===== src/rtl/pblaze_io_ctrl.sv =====
// kcpsm6 port-bus I/O controller: output register, synchronised 2-bit inputs,
// change-event pending/overrun tracking and a maskable interrupt with ack handshake.
module pblaze_io_ctrl #(
   parameter logic [7:0] OUT_ID  = 8'h05,
   parameter logic [7:0] PEND_ID = 8'h04,
   parameter logic [7:0] MASK_ID = 8'h06,
   parameter logic [7:0] OVR_ID  = 8'h07
) (
   input  logic       clk,
   input  logic       rst,
   input  logic [7:0] port_id,
   input  logic       write_strobe,
   input  logic       read_strobe,
   input  logic [7:0] out_port,
   output logic [7:0] in_port,
   output logic       interrupt,
   input  logic       interrupt_ack,
   input  logic [1:0] input_a,
   input  logic [1:0] input_b,
   input  logic [1:0] input_c,
   input  logic [1:0] input_d,
   output logic [7:0] out
);

   typedef enum logic [1:0] {
      ST_IDLE    = 2'd0,
      ST_ASSERT  = 2'd1,
      ST_SERVICE = 2'd2
   } state_t;

   state_t          state_q, state_d;
   logic [3:0][1:0] pins;
   logic [3:0][1:0] s1_q, s2_q, h_q;
   logic [3:0]      evt;
   logic [3:0]      pending_q, pending_d;
   logic [3:0]      overrun_q, overrun_d;
   logic [3:0]      mask_q, mask_d;
   logic [7:0]      out_q, out_d;
   logic [7:0]      rdata_q, rdata_d;
   logic            int_q, int_d;
   logic [3:0]      pend_clr;
   logic            ovr_rd;
   logic            irq_cond;

   assign pins = {input_d, input_c, input_b, input_a};

   genvar g;
   generate
      for (g = 0; g < 4; g++) begin : g_evt
         assign evt[g] = (s2_q[g] != h_q[g]);
      end
   endgenerate

   assign pend_clr = (write_strobe && (port_id == PEND_ID)) ? out_port[3:0] : '0;
   assign ovr_rd   = read_strobe && (port_id == OVR_ID);
   assign irq_cond = |(pending_q & mask_q);

   // Set beats clear; an event racing a W1C of its own bit is not an overrun.
   always_comb begin
      pending_d = (pending_q & ~pend_clr) | evt;
      overrun_d = (ovr_rd ? 4'b0000 : overrun_q) | (evt & pending_q & ~pend_clr);
   end

   always_comb begin
      out_d  = out_q;
      mask_d = mask_q;
      if (write_strobe) begin
         if (port_id == OUT_ID)  out_d  = out_port;
         if (port_id == MASK_ID) mask_d = out_port[3:0];
      end
   end

   always_comb begin
      rdata_d = '0;
      case (port_id)
         8'h00:   rdata_d = {6'b0, s2_q[0]};
         8'h01:   rdata_d = {6'b0, s2_q[1]};
         8'h02:   rdata_d = {6'b0, s2_q[2]};
         8'h03:   rdata_d = {6'b0, s2_q[3]};
         PEND_ID: rdata_d = {4'b0, pending_q};
         MASK_ID: rdata_d = {4'b0, mask_q};
         OVR_ID:  rdata_d = {4'b0, overrun_q};
         default: rdata_d = '0;
      endcase
   end

   always_comb begin
      state_d = state_q;
      case (state_q)
         ST_IDLE: begin
            if (irq_cond) state_d = ST_ASSERT;
         end
         ST_ASSERT: begin
            if (interrupt_ack)  state_d = ST_SERVICE;
            else if (!irq_cond) state_d = ST_IDLE;
         end
         ST_SERVICE: begin
            if (!irq_cond) state_d = ST_IDLE;
         end
         default: state_d = ST_IDLE;
      endcase
      int_d = (state_d == ST_ASSERT);
   end

   always_ff @(posedge clk or negedge rst) begin
      if (!rst) begin
         s1_q      <= '0;
         s2_q      <= '0;
         h_q       <= '0;
         pending_q <= '0;
         overrun_q <= '0;
         mask_q    <= '0;
         out_q     <= '0;
         rdata_q   <= '0;
         int_q     <= 1'b0;
         state_q   <= ST_IDLE;
      end else begin
         s1_q      <= pins;
         s2_q      <= s1_q;
         h_q       <= s2_q;
         pending_q <= pending_d;
         overrun_q <= overrun_d;
         mask_q    <= mask_d;
         out_q     <= out_d;
         rdata_q   <= rdata_d;
         int_q     <= int_d;
         state_q   <= state_d;
      end
   end

   assign in_port   = rdata_q;
   assign interrupt = int_q;
   assign out       = out_q;

endmodule


===== config.mk =====
export PLATFORM = sky130hd
export DESIGN_NAME = pblaze_io_ctrl
export DESIGN_NICKNAME = d
export VERILOG_FILES = /design/src/rtl/pblaze_io_ctrl.sv
export SDC_FILE = /design/constraint.sdc
export NUM_CORES = 1
export LEC_CHECK = 0
export CORE_UTILIZATION = 35
export DETAILED_ROUTE_END_ITERATION = 8
export PLACE_DENSITY = 0.58
export SLEW_MARGIN = 25
export SYNTH_ARGS = -nofsm -noshare
export SYNTH_HDL_FRONTEND = slang
export SYNTH_SLANG_ARGS = --single-unit

===== constraint.sdc =====
create_clock -name clk -period 1.3 [get_ports clk]
set_input_delay 0.26 -clock clk [delete_from_list [all_inputs] [get_ports clk]]
set_output_delay 0.26 -clock clk [all_outputs]
set_load 0.1 [all_outputs]

==> flow_metrics.py, run 1 <==
metrics = {
    "status": {
        "run_status": "complete, no violations",
    },
    "detailed_routing": {
        "drtIter0Drc": 79,
        "ant_nets": 0,
        "drc": 0,
        "via_per_inst": 4.80,
        "drt-wirelength-per-cell_microns": 14.5,
        "totalWireLength_mm": 3.90,
        "dr.pass1.iters": 4,
        "vias": 1296,
    },
    "sta": {
        "setup_viol": 0,
        "tns_ps": 0,
        "fin_worst_skew_ps": 6.58,
        "max_freq_ghz": 0.791,
        "slew_viol_final": 0,
        "rsz0062_at_grt": "yes",
        "finalCritPeriodShare_pct": 97.2,
        "layout_min_cycle_time_ps": 1260,
        "finalHoldViolations": 0,
    },
    "finish": {
        "area_delta_synth_final_pct": 48.4,
        "drive_above_1_share_pct": 32.5,
        "final_common_cell": "dfrtp_1",
        "fin_area_sq_um": 2910,
        "finalNonFillerCells": 270,
        "final_util_pct": 55.5,
        "final_nets": 228,
        "diodes": 0,
        "final_cell_mix": "dfrtp_1, clkdlybuf4s50_1, buf_4",
    },
    "global_route": {
        "overflow": 0,
        "grt_max_degree": 38,
        "grt_usage_pct": 14.7,
        "grt_first_pass_wirelength_mm": 6.56,
        "grt_antenna_before_repair": 0,
        "first_global_vias": 1336,
    },
    "die": {
        "core_area_sq_um": 5240,
        "die_x_microns": 76.8,
        "pin_count": 46,
        "die_y_microns": 76.8,
        "fp.dieArea_sq_um": 5910,
        "initial_core_util_pct": 37.4,
        "fp-row-count": 26,
    },
    "run": {
        "drv_cap": 0,
    },
    "setup_path": {
        "cp.arrival_ps": 1450,
        "critPathMaxFanout": 2,
        "cp-end-kind": "flip-flop",
        "crit_required_ps": 1490,
        "critPathLaunchType": "flip-flop",
        "worstSetupPathType": "flip-flop to flip-flop",
    },
    "clocking": {
        "cts_max_level": 2,
        "path_clk_slew_ps": 90,
        "insertion_delay_ps": 300,
        "cts_buffers": 5,
        "cts_tree": "done",
        "cts_root_buf": "clkbuf_8",
        "clkSinkCount": 51,
        "clock_path_buffers": 2,
    },
    "pwr": {
        "p_comb_share_pct": 16.4,
        "power_density_nw_per_um2": 1230,
        "power_mw": 3.57,
        "leakagePower_nw": 1.30,
        "p_int_mw": 2.69,
        "seqPwrFrac_pct": 47.9,
        "power_frac_clock_pct": 35.7,
        "vdd_drop_max_uv": 713,
        "swShare_pct": 24.9,
        "p_switching_mw": 0.889,
    },
    "yosys": {
        "async_flop_share_pct": 100,
        "synth-seq-area-share_pct": 65.1,
        "syn_area_per_cell_sq_um": 14.7,
        "ys.flop_type": "dfrtp_1",
        "syn-cell-area_sq_um": 1960,
        "netlist.area_leader.share_pct": 65.1,
        "yosys_warnings": 0,
        "synth_cell_type_count": 27,
        "synth_edf_count": 0,
        "synth.top_cells.by_area": "dfrtp_1, mux2_2, xnor2_1, buf_4, mux4_2",
        "synth_seq_cells": 51,
        "synth_cells": 133,
        "yosys.area.top_type": "dfrtp_1",
    },
    "place": {
        "port_buffers": 41,
        "placedCellCount": 255,
        "placed_cell_area_sq_um": 2680,
        "place_congestion": 0.736,
        "hpwl_mm": 2.91,
    },
    "min_path": {
        "hp-class": "flip-flop to flip-flop",
    },
}
## cell usage after synthesis, drive strengths merged, types with 3 or more instances
| cell | count |
|---|---|
| and3 | 3 |
| nand2 | 9 |
| a21o | 4 |
| dfrtp | 51 |
| xnor2 | 8 |
| buf | 6 |
| o21ai | 3 |
| nor2 | 5 |
| mux2 | 14 |
| nand4 | 5 |
| a32o | 4 |
## state kept, by name (all words and copies together) (netlist names)
| signal | flops |
|---|---|
| state_q | 2 |
| s2_q | 8 |
| h_q | 8 |
| in_port | 4 |
| out | 8 |
| overrun_q | 4 |
| mask_q | 4 |
| interrupt | 1 |
| s1_q | 8 |
| pending_q | 4 |
## path summary, 6_finish.rpt
check | from | end | slack, ps | cells past startpoint
worst max-delay path | pending_q[0] | in_port[0] | 40 | 4
worst min-delay path | s1_q[0] | s2_q[0] | 350 | 0
worst max register to register | pending_q[0] | in_port[0] | 40 | 4
worst min register to register | s1_q[0] | s2_q[0] | 350 | 0
max in group asynchronous | rst | out[2] | 410 | 3
min in group asynchronous | rst | h_q[0] | 390 | 2
## worst max-delay path, cell delays in order (launching register included)
cell      delay, ps
dfrtp_1         400
buf_6           120
mux4_2          460
nor2_2          110
a311oi_1         50
## logic make-up after synthesis
kind of cell / synth area share [%]
AND/OR/NAND/NOR: 10.4
other: 0.191
multiplexers: 11.4
XOR/XNOR: 3.57
flip-flops: 65.1
buffers and inverters: 2.49
AO/OA/AOI/OAI: 6.89
## power groups by stage
stage / sequential, mW / clock [mW] / combinational [mW]
final: 1.71 / 1.28 / 0.586
after floorplan: 1.86 / 0 / 0.181
after CTS: 1.71 / 1.31 / 0.586
after global placement: 1.74 / 0 / 0.566
after detailed placement: 1.74 / 0 / 0.576
after global routing: 1.72 / 1.38 / 0.621
## timing repair
item / 4_1_cts / 5_1_grt
buffers inserted: 3 / 2
hold buffers: 1 / 0
endpoints found under the setup margin: 18 / 3
cloned: 1 / 0
hold endpoints to repair: 14 / 0
pin swaps: 5 / 3
gates resized for setup: 11 / 3
## per-layer routing
layer,routed length [microns],up-vias,track usage [%],part of all wire (%)
met5,0,-,0,0
met3,277,5,5.95,7.1
met4,48,0,4.42,1.2
met2,1900,45,24.2,49
met1,1670,644,17.5,43
li1,-,602,-,-
## per-stage QoR
stage                     hold slack, ps  setup WS, ps
after floorplan                    -35.6          38.5
after global placement               175          -426
after detailed placement             191          -460
after CTS                            345          28.6
after global routing                 358         -14.4
final                                347          36.1
## cell type report
type / instances / area, sq um
fillers: 444 / 2330
flip-flops and latches: 51 / 1280
repair buffers: 63 / 749
multi-input cells: 78 / 659
well taps: 70 / 87.6
clock buffers: 5 / 68.8
clock inverters: 3 / 67.6
Power figures use the tool's default switching activity.
==> inputs of run 2 (changes only) <==
--- a/config.mk
+++ b/config.mk
@@ -8,7 +8,6 @@
 export CORE_UTILIZATION = 35
 export DETAILED_ROUTE_END_ITERATION = 8
 export PLACE_DENSITY = 0.58
-export SLEW_MARGIN = 25
 export SYNTH_ARGS = -nofsm -noshare
 export SYNTH_HDL_FRONTEND = slang
 export SYNTH_SLANG_ARGS = --single-unit
==> results of run 2 <==
Final layout, timing and power as in run 1 (identical DEF).
